[src/rtl/alu_mult_seq_pkg.sv]
// Shared ALU command encodings and multiplier FSM states.
package alu_mult_seq_pkg;
    localparam logic [2:0] OP_ADD = 3'd0;
    localparam logic [2:0] OP_SUB = 3'd1;
    localparam logic [2:0] OP_XOR = 3'd2;
    localparam logic [2:0] OP_SLT = 3'd3;
    localparam logic [2:0] OP_CNE = 3'd4;

    typedef enum logic [1:0] {
        ST_IDLE    = 2'd0,
        ST_COMPUTE = 2'd1,
        ST_DONE    = 2'd2
    } state_e;
endpackage

[src/rtl/alu_mult_seq.sv]
// Sequential shift-and-add multiplier that borrows an external combinational ALU
// for its single add per iteration.
module alu_mult_seq
    import alu_mult_seq_pkg::*;
#(
    parameter int WIDTH = 32,
    parameter int CNT_W = 6
) (
    input  logic                 clk,
    input  logic                 reset,
    input  logic                 req_valid,
    output logic                 req_ready,
    input  logic [WIDTH-1:0]     req_a,
    input  logic [WIDTH-1:0]     req_b,
    output logic                 resp_valid,
    input  logic                 resp_ready,
    output logic [2*WIDTH-1:0]   resp_product,
    output logic                 resp_zero,
    output logic                 resp_overflow,
    output logic [2:0]           alu_command,
    output logic [WIDTH-1:0]     alu_operandA,
    output logic [WIDTH-1:0]     alu_operandB,
    input  logic [WIDTH-1:0]     alu_result,
    input  logic                 alu_carryout
);
    state_e               state_q, state_d;
    logic [WIDTH-1:0]     mc_q, mc_d, p_q, p_d, m_q, m_d;
    logic [CNT_W-1:0]     cnt_q, cnt_d;
    logic [2*WIDTH-1:0]   prod_q, prod_d;
    logic                 zero_q, zero_d, ovf_q, ovf_d;
    logic                 last_iter;

    assign last_iter = (cnt_q == CNT_W'(WIDTH - 1));

    always_ff @(posedge clk) begin
        if (reset) state_q <= ST_IDLE;
        else       state_q <= state_d;
    end

    always_comb begin
        state_d = ST_IDLE;
        case (state_q)
            ST_IDLE:    state_d = req_valid  ? ST_COMPUTE : ST_IDLE;
            ST_COMPUTE: state_d = last_iter  ? ST_DONE    : ST_COMPUTE;
            ST_DONE:    state_d = resp_ready ? ST_IDLE    : ST_DONE;
            default:    state_d = ST_IDLE;
        endcase
    end

    always_comb begin
        mc_d   = mc_q;
        p_d    = p_q;
        m_d    = m_q;
        cnt_d  = cnt_q;
        prod_d = prod_q;
        zero_d = zero_q;
        ovf_d  = ovf_q;
        case (state_q)
            ST_IDLE: begin
                if (req_valid) begin
                    mc_d  = req_a;
                    p_d   = '0;
                    m_d   = req_b;
                    cnt_d = '0;
                end
            end
            ST_COMPUTE: begin
                // The carry becomes the new MSB of P; the consumed multiplier bit falls off.
                {p_d, m_d} = {alu_carryout, alu_result, m_q[WIDTH-1:1]};
                cnt_d      = cnt_q + 1'b1;
                if (last_iter) begin
                    prod_d = {p_d, m_d};
                    zero_d = ({p_d, m_d} == '0);
                    ovf_d  = (p_d != '0);
                end
            end
            default: ;
        endcase
    end

    always_ff @(posedge clk) begin
        if (reset) begin
            mc_q   <= '0;
            p_q    <= '0;
            m_q    <= '0;
            cnt_q  <= '0;
            prod_q <= '0;
            zero_q <= 1'b0;
            ovf_q  <= 1'b0;
        end else begin
            mc_q   <= mc_d;
            p_q    <= p_d;
            m_q    <= m_d;
            cnt_q  <= cnt_d;
            prod_q <= prod_d;
            zero_q <= zero_d;
            ovf_q  <= ovf_d;
        end
    end

    always_comb begin
        req_ready    = (state_q == ST_IDLE);
        resp_valid   = (state_q == ST_DONE);
        alu_command  = OP_ADD;
        alu_operandA = '0;
        alu_operandB = '0;
        if (state_q == ST_COMPUTE) begin
            alu_operandA = p_q;
            alu_operandB = m_q[0] ? mc_q : '0;
        end
    end

    assign resp_product  = prod_q;
    assign resp_zero     = zero_q;
    assign resp_overflow = ovf_q;
endmodule

[config.mk]
export PLATFORM = sky130hd
export DESIGN_NAME = alu_mult_seq
export DESIGN_NICKNAME = d
export VERILOG_FILES = /design/src/rtl/alu_mult_seq_pkg.sv /design/src/rtl/alu_mult_seq.sv
export SDC_FILE = /design/constraint.sdc
export NUM_CORES = 1
export LEC_CHECK = 0
export CAP_MARGIN = 20
export CORE_MARGIN = 8
export CORE_UTILIZATION = 42
export CTS_BUF_LIST = sky130_fd_sc_hd__clkbuf_4 sky130_fd_sc_hd__clkbuf_8
export DETAILED_ROUTE_END_ITERATION = 7
export HOLD_SLACK_MARGIN = 0.03
export PLACE_DENSITY = 0.77
export SLEW_MARGIN = 10
export SYNTH_ARGS = -nofsm -noshare
export SYNTH_HDL_FRONTEND = slang
export SYNTH_SLANG_ARGS = --single-unit
export TNS_END_PERCENT = 50
[constraint.sdc]
create_clock -name clk -period 1.7 [get_ports clk]
set_input_delay 0.51 -clock clk [delete_from_list [all_inputs] [get_ports clk]]
set_output_delay 0.51 -clock clk [all_outputs]
set_load 0.1 [all_outputs]
Word level (Yosys, flattened, before mapping). Index checks and enable logic that the tools add are counted.

Register bits: 170. Bits in latches: 0. Input port bits: 101. Memories kept: 0. RAM bits: 0. Memory bits (read-only): 0. Output and inout port bits: 135.

Multiply operators: 0. Bitwise operators: 0. Magnitude comparators: 0. Eq/ne operators: 4. $add $sub $neg: 1. Reduce and logical (&&, ||, !) cells: 7. Multiplexer cells: 13. Shifts and indexed selects: 0. Div/mod/pow operators: 0.

Operator list (number): 2-to-1 mux 32 bit (5); case mux 32 bit (2 select lines) (2); zero test 64 bit (1); nonzero test 32 bit (1); case mux 6 bit (2 select lines) (1); adder 6 x 1 -> 6 bit, second input constant (1); equality test 6 x 5 -> 1 bit, second input constant (1); 2-to-1 mux 6 bit (1); case mux 2 bit (3 select lines) (1); AND reduction 2 bit (3); 2-to-1 mux 2 bit (2); equality test 2 x 1 -> 1 bit, second input constant (1); equality test 2 bit, second input constant (1); zero test 2 bit (1); != test 2 bit, second input constant (1); nonzero test 2 bit (1); 2-to-1 mux 1 bit (1).

Depth between registers and ports, before layout. Gate-level depths: netlist of the first run.

Word-level depth: 3. Mapped depth: 7. Gate-level depth less buffers: 5.

Worst setup path before layout of the first run. Ideal clock, no wire load.

Path type: register to register. From: register state_q[0]. To: register mc_q[16]. Cell stages (with the launch flop): 7. Buffers on the path: 2. Slack: -1.035 ns. Data arrival time: 2.602 ns. Path through: dfxtp_1 > nor2_1 > nand2_1 > buf_2 > buf_2 > nand2_1 > a21oi_1.

Word-level cells in the longest chain between the ends: 2.

RTL lines: from (decl) (line alu_mult_seq.sv:26) `state_e state_q, state_d;`; from (signal assigned) (line alu_mult_seq.sv:37) `else state_q <= state_d;`; zero test 2 bit; via req_ready (line alu_mult_seq.sv:12) `output logic req_ready,`; AND reduction 2 bit (no source line); to (signal assigned) (line alu_mult_seq.sv:91) `mc_q <= mc_d;`; to (decl) (line alu_mult_seq.sv:27) `logic [WIDTH-1:0] mc_q, mc_d, p_q, p_d, m_q, m_d;`.

The timed path passes the listed nets, and every way through them passes these cells. A chain may end at the register's enable or synchronous reset.

Worst setup path in the final report of the first run.
From: register state_q[0]. To: output alu_operandB[20].

Word-level cells in the longest chain between the ends: 2.

RTL lines: equality test 2 x 1 -> 1 bit (line alu_mult_seq.sv:107) `if (state_q == ST_COMPUTE) begin`; 2-to-1 mux 32 bit (line alu_mult_seq.sv:107); to (decl) (line alu_mult_seq.sv:22) `output logic [WIDTH-1:0] alu_operandB,`.

No other way between the ends.

==> results.ini, run 1 <==
[run_status]
status=finished with violations
failed_checks=negative setup slack

[layout]
areaGrowthSynthToFinish_pct=75.8
antenna_cells_inserted=0
multi_input_area_sq_mm=0.00335
seq_cell_area_sq_mm=0.00341
final_core_util_pct=75.3
nNetsFinal=1242
drive_above_1_share_pct=28.4
num-fill-cells=1057

[setup_path]
worstPathCellList=nor2b_4, buf_6, buf_12, and3_4, buf_12
criticalPathCategory=reg2out
worst-path-max-fanout=20
worstSetupEndpointType=primary output
timing.critical_path.mode_cell=buf_12
critPathSlowestCell=dfxtp_2
critPathMaxStageDelay_ns=0.33
worst_path_required_ns=1.19
start_kind=flop
arrival_ns=1.64
r2r_slack_ns=-0.01

[clocking]
hold_fix_buffers_at_cts=0
tritoncts_num_sinks=170
number_of_h_tree_levels=4
worst_skew_pair.late_latency_ns=0.45
tritoncts=built
cts_made_buffers=17
cts_max_path_buffers=2
clkTransAtPathRegs_ns=0.09
clock_tree.root_cell=clkbuf_8

[worst_hold_path]
hp-class=reg2reg

[yosys]
yosysSeqAreaShare_pct=50.2
synthArstFlopShare_pct=0
synth_area_sq_mm=0.00678
ys.flop_type=dfxtp_1
synth-seq-cells=170
synth_edf_count=0
synthTopCellsByArea=dfxtp_1 50%, nand2_1 13%, a21oi_1 9.8%
syn_avg_cell_area_sq_um=7.62
post_synth_num_cell_types=30
post_synthesis_cell_count=890
yosys.area.top_type=dfxtp_1
post-synth-top-count-cell=nand2_1
synth_commonest_cells=235 x nand2_1, 170 x dfxtp_1, 133 x a21oi_1
yosysTopAreaCellShare_pct=50.2
ys.warnings.count=0

[pwr]
power_frac_seq_pct=48.2
pwr_density_cell_mw_per_mm2=744
power.combinational.fraction_pct=16.8
switching_part_of_the_total_pct=27.7
netSwitchingPower_mw=2.45
ir_drop_uv=524
share_clk_of_total_power_pct=35.0
internal_power_mw=6.42
leakage_power_nw=4.51

[timing]
final-hold-violation-count=0
setup_ws_post_layout_ns=-0.448
report.final.setup_viol=67
rsz_0062_raised_after_global_routing=true
max-slew-margin-rel_pct=63.2
period_needed_ns=2.15
fin_worst_hold_slack_ns=0.458
maxClockFrequency_ghz=0.465
slew_of_the_pin_with_the_lowest_slew_margin_ns=0.546
final_max_slew_viol_count=0
period_utilization_post_route_pct=126
clock_skew_ns=0.0106

[floorplan]
core_sq_mm=0.0158
io_pins=236
initial_core_util_pct=42.8
design.die.area_sq_mm=0.0205
core.rowCount=46
die-width_um=143
die_h_um=143

[global_routing]
track_usage_pct=22.4
grt_overflow=0
grt_first_pass_wirelength_um=36200
grt_max_degree=94
antenna_found_initial=0
number_of_global_route_vias_before_repair=6841

[routing]
route.detailed.vias_per_inst=5.17
finalWirelength_um=23600
routedWlPerCell_um=17.2
detailroute.via_count=7082
postRouteAntennaNets=0
dr_drc_count=0
detail_route.iter0.violations=506
dr.pass1.iters=5

[run]
max-cap-violations=0

[place]
gp_congestion=0.843
dpl.hpwl_um=16600
buffer_ports.inserted=232

==> metrics by stage <==
stage	cell area [sq um]	std cells	power [mW]	setup TNS [ns]	setup WS, ns
final	11900	1369	8.87	-27.37	-0.448
after CTS	11800	1368	8.92	-28.49	-0.469
after floorplan	7060	892	5.09	-3.63	-0.0698
after global routing	11900	1369	9.24	-33.13	-0.531
after detailed placement	11300	1329	5.78	-6.87	-0.492
after global placement	11300	1329	5.75	-3.81	-0.536
==> state kept, by name, summed over array words and instances, names as in the netlist <==
register	count
m_q	32
resp_product	64
state_q	2
resp_zero	1
mc_q	32
cnt_q	6
p_q	32
resp_overflow	1
==> placed cells by master (no fill, tap or decap), drive strengths merged, types with 2 or more instances in the layout <==
cell           instances
nor4                  50
nor2                 103
dfxtp                170
inv                    4
a21oi                133
o21ai                  2
and3                  33
clkinv                 3
a311oi                 2
clkbuf                21
nor2b                  2
nand2                235
clkdlybuf4s50         99
nand4                  2
conb                   3
and2                  33
nand3                 35
buf                  204
clkinvlp               2
nand2b                 2
bufinv                 3
==> worst max-delay path, delay by kind of cell (launching register included) <==
kind,cells,cell delay [ns]
flip-flops,1,0.33
buffers and inverters,3,0.46
AND/OR/NAND/NOR,2,0.37
==> power groups by stage <==
stage	combinational (mW)	sequential, mW	clock [mW]
after floorplan	0.754	4.33	0
after global placement	1.39	4.36	0
after detailed placement	1.41	4.37	0
after CTS	1.48	4.27	3.18
after global routing	1.59	4.30	3.35
final	1.49	4.27	3.11
==> per-layer routing <==
layer  share of wire (%)  up-vias  track usage, %  routed length [um]
li1                    -     3464               -                   -
met1                  39     3362            26.4                9310
met2                  50      224            37.5               11800
met3                 8.1       32            7.15                1900
met4                 2.4        0            7.83                 569
met5                   0        -               0                   0
==> kinds of logic after synthesis <==
group | after synthesis | share of synthesized area, %
muxes | 1 | 0.166
adders and majority gates | 1 | 0.185
and+or+nand+nor | 500 | 33.1
buffers and inverters | 76 | 5.52
AOI/OAI and AO/OA | 141 | 10.7
DFF | 170 | 50.2
other | 1 | 0.0553
==> final cells by class <==
cell class / count / area share [%]
timing repair buffer: 305 / 37.4
sequential: 170 / 28.6
clock buffer: 20 / 2.31
multi-input combinational: 646 / 28.1
tap: 216 / 2.27
clock inverter: 12 / 1.33
==> worst paths after layout <==
kind	depth (start not counted)	endpoint	from
hold reg to reg	2	mc_q[30]	mc_q[30]
setup reg to reg	7	resp_zero	state_q[1]
setup / recovery	5	alu_operandB[20]	state_q[0]
hold / removal	2	mc_q[30]	mc_q[30]
==> repair_timing <==
item / 4_1_cts / 5_1_grt
gates resized for setup: 7 / 13
buffers inserted: 5 / 0
pin swaps: 11 / 17
gates cloned: 2 / 1
endpoints found under the setup margin: 72 / 114
(Power assumes the default switching activity.)
==> inputs of run 2 (changes only) <==
--- a/config.mk
+++ b/config.mk
@@ -5,6 +5,7 @@
 export SDC_FILE = /design/constraint.sdc
 export NUM_CORES = 1
 export LEC_CHECK = 0
+export ABC_CLOCK_PERIOD_IN_PS = 1700
 export CAP_MARGIN = 20
 export CORE_MARGIN = 8
 export CORE_UTILIZATION = 42
==> results of run 2 <==
The final DEF is identical to that of run 1; final timing and power are the same.
